[src/rtl/alu_seq.sv]
// rtl/alu_seq.sv - handshaked sequential ALU with iterative shifts and optional shift-add multiply
//
// Optional feature macro: ALU_SEQ_MUL_EN (enables opcode 12, unsigned multiply).
//
// Ports:
//   clk, rst              clock and synchronous active-high reset
//   in_valid/in_ready     request handshake; in_ready is high only in IDLE
//   opcode, in1, in2, d   operation code, Rd operand, Rs operand, shift amount
//   out_valid/out_ready   result handshake; result and flags are held until taken
//   out, S, Z, C, V       registered result and flags
//   halted                sticky, set once a HLT result has been delivered

module alu_seq #(
  parameter int WIDTH = 16,
  localparam int SHW = $clog2(WIDTH)
) (
  input  logic             clk,
  input  logic             rst,
  input  logic             in_valid,
  output logic             in_ready,
  input  logic [3:0]       opcode,
  input  logic [WIDTH-1:0] in1,
  input  logic [WIDTH-1:0] in2,
  input  logic [SHW-1:0]   d,
  output logic             out_valid,
  input  logic             out_ready,
  output logic [WIDTH-1:0] out,
  output logic             S,
  output logic             Z,
  output logic             C,
  output logic             V,
  output logic             halted
);

  localparam logic [3:0] OP_ADD = 4'd0, OP_SUB = 4'd1, OP_AND = 4'd2, OP_OR  = 4'd3;
  localparam logic [3:0] OP_XOR = 4'd4, OP_CMP = 4'd5, OP_MOV = 4'd6, OP_SLL = 4'd8;
  localparam logic [3:0] OP_ROL = 4'd9, OP_SRL = 4'd10, OP_SRA = 4'd11, OP_MUL = 4'd12;
  localparam logic [3:0] OP_HLT = 4'd15;
  localparam logic [SHW:0] CNT_ONE = (SHW+1)'(1);

  typedef enum logic [1:0] {IDLE, BUSY, DONE, HALT} state_t;
  state_t state, state_nx;

  logic [3:0]       op_q;
  logic [WIDTH-1:0] acc;      // shift operand, or low half / multiplier for MUL
  logic [SHW:0]     cnt;      // one extra bit so WIDTH iterations fit

  logic             accept, is_shift, is_mul, iter, last_step;
  logic [WIDTH:0]   sum, diff;
  logic [WIDTH-1:0] imm_res, imm_fv, step_acc, fin_res, fin_fv;
  logic             imm_c, imm_v, imm_fen, step_c, fin_c, fin_v, fin_fen, load;

`ifdef ALU_SEQ_MUL_EN
  logic [WIDTH-1:0] hi, mcand;
  logic [WIDTH:0]   msum;
  logic [WIDTH-1:0] step_hi;
`endif

  always_comb begin
    in_ready  = (state == IDLE);
    out_valid = (state == DONE);
    accept    = in_ready & in_valid;
    is_shift  = (opcode == OP_SLL) || (opcode == OP_ROL) ||
                (opcode == OP_SRL) || (opcode == OP_SRA);
`ifdef ALU_SEQ_MUL_EN
    is_mul    = (opcode == OP_MUL);
`else
    is_mul    = 1'b0;
`endif
    iter      = (is_shift && (d != '0)) || is_mul;
    last_step = (state == BUSY) && (cnt == CNT_ONE);
  end

  // Single-cycle datapath, evaluated on the raw inputs at accept time.
  always_comb begin
    sum     = {1'b0, in1} + {1'b0, in2};
    diff    = {1'b0, in1} - {1'b0, in2};
    imm_res = '0;
    imm_c   = 1'b0;
    imm_v   = 1'b0;
    imm_fen = 1'b1;
    case (opcode)
      OP_ADD: begin
        imm_res = sum[WIDTH-1:0];
        imm_c   = sum[WIDTH];
        imm_v   = (in1[WIDTH-1] == in2[WIDTH-1]) && (sum[WIDTH-1] != in1[WIDTH-1]);
      end
      OP_SUB, OP_CMP: begin
        imm_res = (opcode == OP_SUB) ? diff[WIDTH-1:0] : '0;
        imm_c   = diff[WIDTH];
        imm_v   = (in1[WIDTH-1] != in2[WIDTH-1]) && (diff[WIDTH-1] != in1[WIDTH-1]);
      end
      OP_AND: imm_res = in1 & in2;
      OP_OR:  imm_res = in1 | in2;
      OP_XOR: imm_res = in1 ^ in2;
      OP_MOV, OP_SLL, OP_ROL, OP_SRL, OP_SRA: imm_res = in2;  // shifts here only when d=0
      default: imm_fen = 1'b0;  // undefined opcodes and HLT: result and all flags zero
    endcase
    // CMP discards the difference but still derives S/Z from it
    imm_fv = (opcode == OP_CMP) ? diff[WIDTH-1:0] : imm_res;
  end

  // One iteration of the multi-cycle operation held in op_q.
  always_comb begin
    step_acc = acc;
    step_c   = 1'b0;
`ifdef ALU_SEQ_MUL_EN
    msum     = '0;
    step_hi  = hi;
`endif
    case (op_q)
      OP_SLL: begin step_acc = {acc[WIDTH-2:0], 1'b0};         step_c = acc[WIDTH-1]; end
      OP_ROL:       step_acc = {acc[WIDTH-2:0], acc[WIDTH-1]};
      OP_SRL: begin step_acc = {1'b0, acc[WIDTH-1:1]};         step_c = acc[0]; end
      OP_SRA: begin step_acc = {acc[WIDTH-1], acc[WIDTH-1:1]}; step_c = acc[0]; end
`ifdef ALU_SEQ_MUL_EN
      // Right-shifting multiplier: add the multiplicand into the high half when
      // the current multiplier bit is set, then shift {hi, acc} right by one.
      OP_MUL: begin
        msum     = {1'b0, hi} + (acc[0] ? {1'b0, mcand} : '0);
        step_hi  = msum[WIDTH:1];
        step_acc = {msum[0], acc[WIDTH-1:1]};
      end
`endif
      default: ;
    endcase
  end

  always_comb begin
    load    = 1'b0;
    fin_res = '0;
    fin_fv  = '0;
    fin_c   = 1'b0;
    fin_v   = 1'b0;
    fin_fen = 1'b0;
    if (accept && !iter) begin
      load    = 1'b1;
      fin_res = imm_res;
      fin_fv  = imm_fv;
      fin_c   = imm_c;
      fin_v   = imm_v;
      fin_fen = imm_fen;
    end else if (last_step) begin
      load    = 1'b1;
      fin_res = step_acc;
      fin_fv  = step_acc;
      fin_c   = step_c;  // the bit shifted out on the final iteration
      fin_fen = 1'b1;
`ifdef ALU_SEQ_MUL_EN
      if (op_q == OP_MUL) begin
        fin_c = |step_hi;
        fin_v = |step_hi;
      end
`endif
    end
  end

  always_comb begin
    state_nx = state;
    case (state)
      IDLE: if (in_valid) state_nx = iter ? BUSY : DONE;
      BUSY: if (cnt == CNT_ONE) state_nx = DONE;
      DONE: if (out_ready) state_nx = (op_q == OP_HLT) ? HALT : IDLE;
      HALT: state_nx = HALT;
      default: state_nx = IDLE;
    endcase
  end

  always_ff @(posedge clk) begin
    if (rst) state <= IDLE;
    else     state <= state_nx;
  end

  always_ff @(posedge clk) begin
    if (rst) begin
      op_q   <= '0;
      acc    <= '0;
      cnt    <= '0;
      out    <= '0;
      S      <= 1'b0;
      Z      <= 1'b0;
      C      <= 1'b0;
      V      <= 1'b0;
      halted <= 1'b0;
`ifdef ALU_SEQ_MUL_EN
      hi     <= '0;
      mcand  <= '0;
`endif
    end else begin
      if (accept) begin
        op_q <= opcode;
        acc  <= in2;
        cnt  <= is_mul ? (SHW+1)'(WIDTH) : {1'b0, d};
`ifdef ALU_SEQ_MUL_EN
        hi    <= '0;
        mcand <= in1;
`endif
      end else if (state == BUSY) begin
        acc <= step_acc;
        cnt <= cnt - CNT_ONE;
`ifdef ALU_SEQ_MUL_EN
        hi  <= step_hi;
`endif
      end
      if (load) begin
        out <= fin_res;
        S   <= fin_fen & fin_fv[WIDTH-1];
        Z   <= fin_fen & ~|fin_fv;
        C   <= fin_c;
        V   <= fin_v;
      end
      if ((state == DONE) && out_ready && (op_q == OP_HLT)) halted <= 1'b1;
    end
  end

endmodule
[config.mk]
export PLATFORM = sky130hd
export DESIGN_NAME = alu_seq
export DESIGN_NICKNAME = d
export VERILOG_FILES = /design/src/rtl/alu_seq.sv
export SDC_FILE = /design/constraint.sdc
export NUM_CORES = 1
export LEC_CHECK = 0
export CORE_ASPECT_RATIO = 2
export CORE_MARGIN = 3
export CORE_UTILIZATION = 42
export CTS_BUF_LIST = sky130_fd_sc_hd__clkbuf_2 sky130_fd_sc_hd__clkbuf_4 sky130_fd_sc_hd__clkbuf_8
export DETAILED_ROUTE_END_ITERATION = 10
export MAX_ROUTING_LAYER = met4
export PLACE_DENSITY = 0.75
export SLEW_MARGIN = 20
export SYNTH_ARGS = -nofsm -noshare
export SYNTH_HDL_FRONTEND = slang
export SYNTH_SLANG_ARGS = --single-unit
[constraint.sdc]
create_clock -name clk -period 7.95 [get_ports clk]
set_input_delay 1.59 -clock clk [delete_from_list [all_inputs] [get_ports clk]]
set_output_delay 1.59 -clock clk [all_outputs]
set_load 0.03 [all_outputs]
## Word level (Yosys, flattened, before mapping)

Cells that the tools add are included.

| storage, ports and cells | value |
|---|---|
| register bits after elaboration | 48 |
| input port bits | 44 |
| logic and storage cells | 96 |
| output and inout bits | 23 |

| operators by class | value |
|---|---|
| muxes and demuxes | 27 |
| add/subtract/negate cells | 3 |
| reduce and logical (&&, ||, !) cells | 23 |
| equal/unequal tests | 26 |
| bitwise operators | 6 |

Operator list:

| operator | number |
|---|---|
| 16-bit 2-to-1 mux | 7 |
| 16-bit one-hot mux with 6 select lines | 1 |
| 16-bit one-hot mux with 4 select lines | 1 |
| 4-bit == test (second input constant) | 9 |
| 16-bit by 16-bit adder with 17-bit output | 1 |
| 16-bit by 16-bit subtractor with 17-bit output | 1 |
| 16-bit AND | 1 |
| 16-bit bitwise OR | 1 |
| 16-bit OR reduction | 1 |
| 16-bit XOR | 1 |
| 4-bit by 3-bit == test with 1-bit output (second input constant) | 3 |
| 11-bit OR reduction | 1 |
| 2-bit 2-to-1 mux | 5 |
| 4-bit by 2-bit == test with 1-bit output (second input constant) | 2 |
| 4-bit 2-to-1 mux | 2 |
| 2-bit one-hot mux with 4 select lines | 1 |
| 1-bit logical AND | 7 |
| 1-bit 2-to-1 mux | 7 |
| 1-bit one-hot mux with 2 select lines | 3 |
| 2-bit OR reduction | 3 |
| 5-bit by 1-bit == test with 1-bit output (second input constant) | 1 |
| 5-bit OR reduction | 1 |
| 5-bit by 1-bit subtractor with 5-bit output (second input constant) | 1 |
| 2-bit == test (second input constant) | 2 |
| other kinds (14) | 22 |

## Longest topological paths before layout

| depth | value |
|---|---|
| word-level depth | 11 |
| mapped depth | 13 |
| mapped depth without buffers | 13 |

## Worst setup path after synthesis

OpenSTA, ideal clock, no wires.

| timing path | value |
|---|---|
| kind | input -> register |
| from | input in2[8] |
| to | register Z |
| stages | 12 |
| setup slack | 3632 ps |
| path buffers | 1 |
| data arrival time | 4240 ps |
| library setup time | 78 ps |
| required time | 7872 ps |
| path through | inv_1 -> ha_1 -> clkbuf_1 -> a221oi_1 -> o41a_1 -> o41a_1 -> a221oi_1 -> mux2i_1 -> o311a_1 -> nand2_1 -> nand4b_1 -> a32oi_1 |

| on the way | value |
|---|---|
| cells in the longest elaborated chain, start to end | 8 |
| elaborated cells on any way between the ends | 12 |
| classes of those cells | 2 x add/sub; 4 x mux; 4 x bitwise; 2 x reduce/logical |

RTL lines:

| what | line | text |
|---|---|---|
| start: declaration | 23 | `input logic [WIDTH-1:0] in2,` |
| 16-bit by 16-bit subtractor with 17-bit output | 77 | `diff = {1'b0, in1} - {1'b0, in2};` |
| 16-bit 2-to-1 mux | 89 | `imm_res = (opcode == OP_SUB) ? diff[WIDTH-1:0] : '0;` |
| 16-bit one-hot mux with 6 select lines | 82 | `case (opcode)` |
| 16-bit 2-to-1 mux (*) | 100 | `imm_fv = (opcode == OP_CMP) ? diff[WIDTH-1:0] : imm_res;` |
| 16-bit 2-to-1 mux (*) | 136 | `if (accept && !iter) begin` |
| 16-bit OR reduction (*) | 208 | `Z <= fin_fen & ~\|fin_fv;` |
| 1-bit zero test (*) | 208 |  |
| 1-bit AND (*) | 208 |  |
| end signal: assignment | 208 |  |
| end: declaration | 29 | `output logic Z,` |

Every way passes the cells marked *; elsewhere a longest branch is shown, timed or not.
A chain may end at the register's enable or synchronous reset.

## Final worst setup path

| timing path | value |
|---|---|
| from | input in2[0] |
| to | register Z |

The elaborated chain is that of the path after synthesis.

==> metrics.txt <==
status=complete, no violations; total track usage=26.69%; type of element launching the critical path=primary input; Min-Delay Startpoint=op_q[2]; DRT iter0 DRCs=406; CTS Buffer Depth=2; max cap viols=0; grt met3 use=1.929%; largest net degree at the start of global routing=50; Yosys top cell area share=18.81%; Slew HR=31.47%; Worst-path clk slew=90 ps; area grow syn2layout=15.85%; Fin. Hold Viols=0; Cells after Synth=700; critical path arrival=5800 ps; PwrDens=130.5 nW/µm²; sequential area share after synthesis=18.81%; unique cell type count in the Yosys netlist=71; synth top area cells=dfxtp_1 (19%), ha_1 (13%), nand2_1 (5.9%), nor2_1 (5.6%), a21oi_1 (5.4%); Final Cycle Share=69.90%; Worst Max-Slew Pin Slew=1026 ps; share of flip-flops with an asynchronous set or reset=0%; Post-CTS Setup Repair Bufs=0; core area=11,840 µm²; met2 Usage GRT=49.06%; Worst path top cell family by delay=compound AO/OA/AOI/OAI gates; Critical Path Stages=14; routed via count=5,637; most common cell in the synthesized netlist=nand2_1; Port Buffers=66; M1 GR Usage=27.33%; final net count=834; CP endpoint kind=register; antenna violations before repair=0; worst-path cell chain=clkdlybuf4s50_1, ha_1, inv_1, fa_1, nand2b_1, a21oi_1, o21ai_0, o21ai_1, a311oi_1, nor4_1, o31a_1, o211ai_1, or4_1, a32oi_1; post-detail-place hpwl=14.50 mm; Hold Path Depth=2; Mapped Nets=799; Syn Area/Cell=7.296 µm²; Netlist Area Pre-Place=5107 µm²; Synth area leader=dfxtp_1; CTS tree=done; initial core utilization=43.13%; Hold Crit Endpoint=op_q[2]; layout cells sized above 1=3.397%; DR vias/cell=6.398; Std-Cell Rows=56; worst path bufs/invs=2; # clock sinks=48; DRC violations left=0; top cells by count, synth=nand2_1 (80), nor2_1 (76), a21oi_1 (55); EDFF count, synth=0; r2r setup slk=4930 ps; Setup-failing EPs final=0; Pre-antenna DRT Iters=6; Final min period=5557 ps; GRT Max-Usage Layer=met2; Boundary Pins=67; antenna-violating nets left=0; CP peak stage delay=600 ps; #FFs+latches synth=48; H-tree depth=2; Clock Latency Late Sink=320 ps; max frequency=0.1799 GHz; Root Buffer=clkbuf_8; gr ovfl total=0; CTS Buf Count=5; routed wire length=18.20 mm; RR Startpoint=op_q[2]; largest fanout on the critical path=5; Req. time, crit path=8190 ps; vias in the first global route=5,368; CP Class=in2reg; Crit Reg-Reg Endpoint=Z; count of pins over their slew limit=0; # diodes=0; RePlAce Congestion=0.9523; FF-to-FF path depth=8; crit path max-delay cell type=clkdlybuf4s50_1; RSZ-0062 raised after global routing=false; Hold-fix buffers, CTS=0; setup_tns=0 ps; first-pass GRT wire length=28.32 mm; Hold WC Path Type=reg2reg; die extent in x=83.98 µm; final core occ=49.97%; peak supply drop=0.0001308 V; Min Hold Slack=466.6 ps; ys flop type=dfxtp_1; Chip Height=162.0 µm; cts repair resizes=0; die footprint=13,600 µm²; Leakage=0.002336 µW; Clock Skews=6.472 ps; Routed WL per cell=20.65 µm; Synth warnings=0
worst max path at each step:
stage	from	to	slack (ps)
6_report	in2[0]	Z	2390
3_5_place_dp	in2[0]	Z	2090
4_1_cts	in2[0]	Z	2410
3_3_place_gp	in2[0]	Z	2070
5_1_grt	in2[0]	Z	2230
2_1_floorplan	in2[8]	Z	3630
per-stage QoR:
stage	std cells	total power, µW	setup WS, ps	instance area [µm²]
floorplan	700	497.2	3632	5107
global placement	873	606.0	2068	5819
detailed placement	873	609.7	2087	5819
CTS	881	766.8	2414	5917
global route	881	810.1	2235	5917
finish	881	771.9	2393	5917
state kept, by name (all words and copies together) (netlist names), 2 cells and up:
signal / cells
acc: 16
out: 16
cnt: 5
op_q: 4
state: 2
placed cells by master, fill, tap and decap left out, types with 18 or more instances in the layout:
cell,n
ha_1,53
nand2_1,80
dfxtp_1,48
inv_1,51
mux2i_1,18
nor2_1,75
a21oi_1,55
o21ai_0,41
a22oi_1,19
clkdlybuf4s50_1,66
per-layer routing:
metal,vias to the layer above,routed length [µm]
li1,2645,-
met1,2656,6546
met2,258,9672
met3,78,858
met4,0,1118
met5,-,0
where the power goes:
part           leakage [µW]  switching (µW)  internal, µW  total, µW
Clock             0.0000479            86.6          74.2        161
Sequential         0.000393            17.7           256        274
Combinational       0.00190             205           133        337
Total               0.00234             309           463        772
cell families (layout without fill, tap and decap cells):
family	after synthesis	after routing	share of synthesized area [%]
AO/OA/AOI/OAI	243	243	33.93
XOR/XNOR	15	15	2.572
flip-flops	48	48	18.81
adder cells (fa/ha/maj)	55	55	13.77
AND/OR/NAND/NOR	223	223	19.79
buffers and inverters	98	134	7.594
multiplexers	18	18	3.528
worst min-delay path: cells and delay by family (launching register included):
family / cells / cell delay [ps]
compound gates: 1 / 50
flops: 1 / 320
simple gates: 1 / 50
area by class of cell:
type	instances	area (µm²)
repair buffers	74	720.7
well taps	145	181.4
multi-input cells	554	3761
flip-flops and latches	48	960.9
fillers	1207	5924
inverters	52	195.2
clock buffers	7	90.09
clock inverters	1	7.507
(Power assumes the default switching activity.)
==> edit (same flow settings) <==
Build with the macro `ALU_SEQ_MUL_EN` defined.
--- a/src/rtl/alu_seq.sv
+++ b/src/rtl/alu_seq.sv
@@ -11,2 +11,4 @@
 //   halted                sticky, set once a HLT result has been delivered
+
+`define ALU_SEQ_MUL_EN
 
Formal check against the unedited RTL: not equivalent (a bounded check fails within 4 cycles, from zero or initial values and one cycle with rst high).
==> edit against the unedited design <==
- total power grew 70%
- register-to-register slack lost 1.1 ns
- via count grew 43%
- worst setup slack gained 0.20 ns
- synthesized area grew 43%
- first-iteration DRC count grew 51%
- sequential cell count grew 32
- final area grew 40%
- largest cell class unchanged
- maximum frequency grew 3.8%
- wire length grew 49%
- hold slack lost 0.013 ns
==> edit: results <==
[global_routing]
grt_max_degree = 64
first_global_vias = 8176
grt_pass1_wl_mm = 41.8

[place]
dp_hpwl_mm = 21.0
dpl.cell_count = 1221
place_congestion = 1.02

[timing]
finClkSkew_ns = 0.0131
slew_headroom = 0.223

[power]
peakVddDrop_v = 0.0000758
power.leakage_nw = 3.31

[yosys]
ys_top_cells_by_area = dfxtp_1 22%, ha_1 12%, a21oi_1 8.2%, nand2_1 6.5%, nor2_1 3.9%
netlist_top_cells_count = 126 x nand2_1, 119 x a21oi_1, 80 x dfxtp_1
ys_types = 75
seq_area_frac_synth = 0.219
synthCells = 1001

[setup_path]
path_max_fanout = 16
arrival_ns = 5.60
cpMaxStageDelayCell = a2111oi_0
startpoint = in1[11]
critical-path-max-stage-delay_ns = 0.78
critPathCapture = C
rr_worst_depth = 13

[drt]
drt-wirelength-per-cell_um = 21.9
vias_per_cell = 6.51
routed_wl_mm = 27.1
initialDrtViolationCount = 614

[finish]
drive_above_1_share = 0.0505
fin_nets = 1141
nFillCells = 1753

[cts]
clk_latency_ns = 0.36
cts_max_level = 3

[run_status]
outcome = complete, no violations
[edit: how the worst min path moves through the flow]
stage / startpoint / to / cells after the start
2_1_floorplan: mcand[0] / mcand[0] / 2
3_3_place_gp: mcand[14] / mcand[14] / 2
3_5_place_dp: mcand[12] / mcand[12] / 2
4_1_cts: mcand[12] / mcand[12] / 2
5_1_grt: mcand[8] / mcand[8] / 2
6_report: mcand[8] / mcand[8] / 2
[edit: final cells by class]
type,instances,area (um^2),share of cell area
tap,207,259,0.0313
inverter,61,229,0.0277
multi-input combinational,795,5260,0.636
sequential,80,1600,0.194
timing repair buffer,78,746,0.0902
clock buffer,13,160,0.0194
clock inverter,3,17.5,0.00212
[edit: power by group]
part | switching (W) | total (W) | internal, W | leakage, nW
logic | 0.000349 | 0.000544 | 0.000195 | 2.56
registers | 0.0000434 | 0.000483 | 0.000440 | 0.653
clock network | 0.000153 | 0.000285 | 0.000132 | 0.0937
[edit: per-stage QoR]
stage	area, um^2	util	setup WS (ns)	hold slack [ns]
final	8270	0.488	2.59	0.453
after detailed placement	8090	0.478	2.26	0.443
after global routing	8270	0.488	2.28	0.477
after floorplan	7300	-	3.76	0.432
after CTS	8270	0.488	2.61	0.455
after global placement	8090	0.478	2.24	0.438
[edit: logic make-up after synthesis]
kind of cell | share of synthesized area
and+or+nand+nor | 0.224
DFF | 0.219
buffers and inverters | 0.0672
adders and majority gates | 0.128
AOI/OAI and AO/OA | 0.331
xor gates and xnor gates | 0.0252
muxes | 0.00583
[edit: worst max-delay path, delay by kind of cell]
family	cells	cell delay [ns]
buffers and inverters	2	0.66
adders and majority gates	1	0.62
and+or+nand+nor	1	0.14
AOI/OAI and AO/OA	7	2.57
[edit: layer usage]
| layer | GRT usage | up-vias | part of all wire |
|---|---|---|---|
| met5 | - | - | 0 |
| li1 | - | 3711 | - |
| met1 | 0.268 | 3760 | 0.33 |
| met3 | 0.0250 | 160 | 0.060 |
| met4 | 0.220 | 0 | 0.081 |
| met2 | 0.523 | 426 | 0.53 |
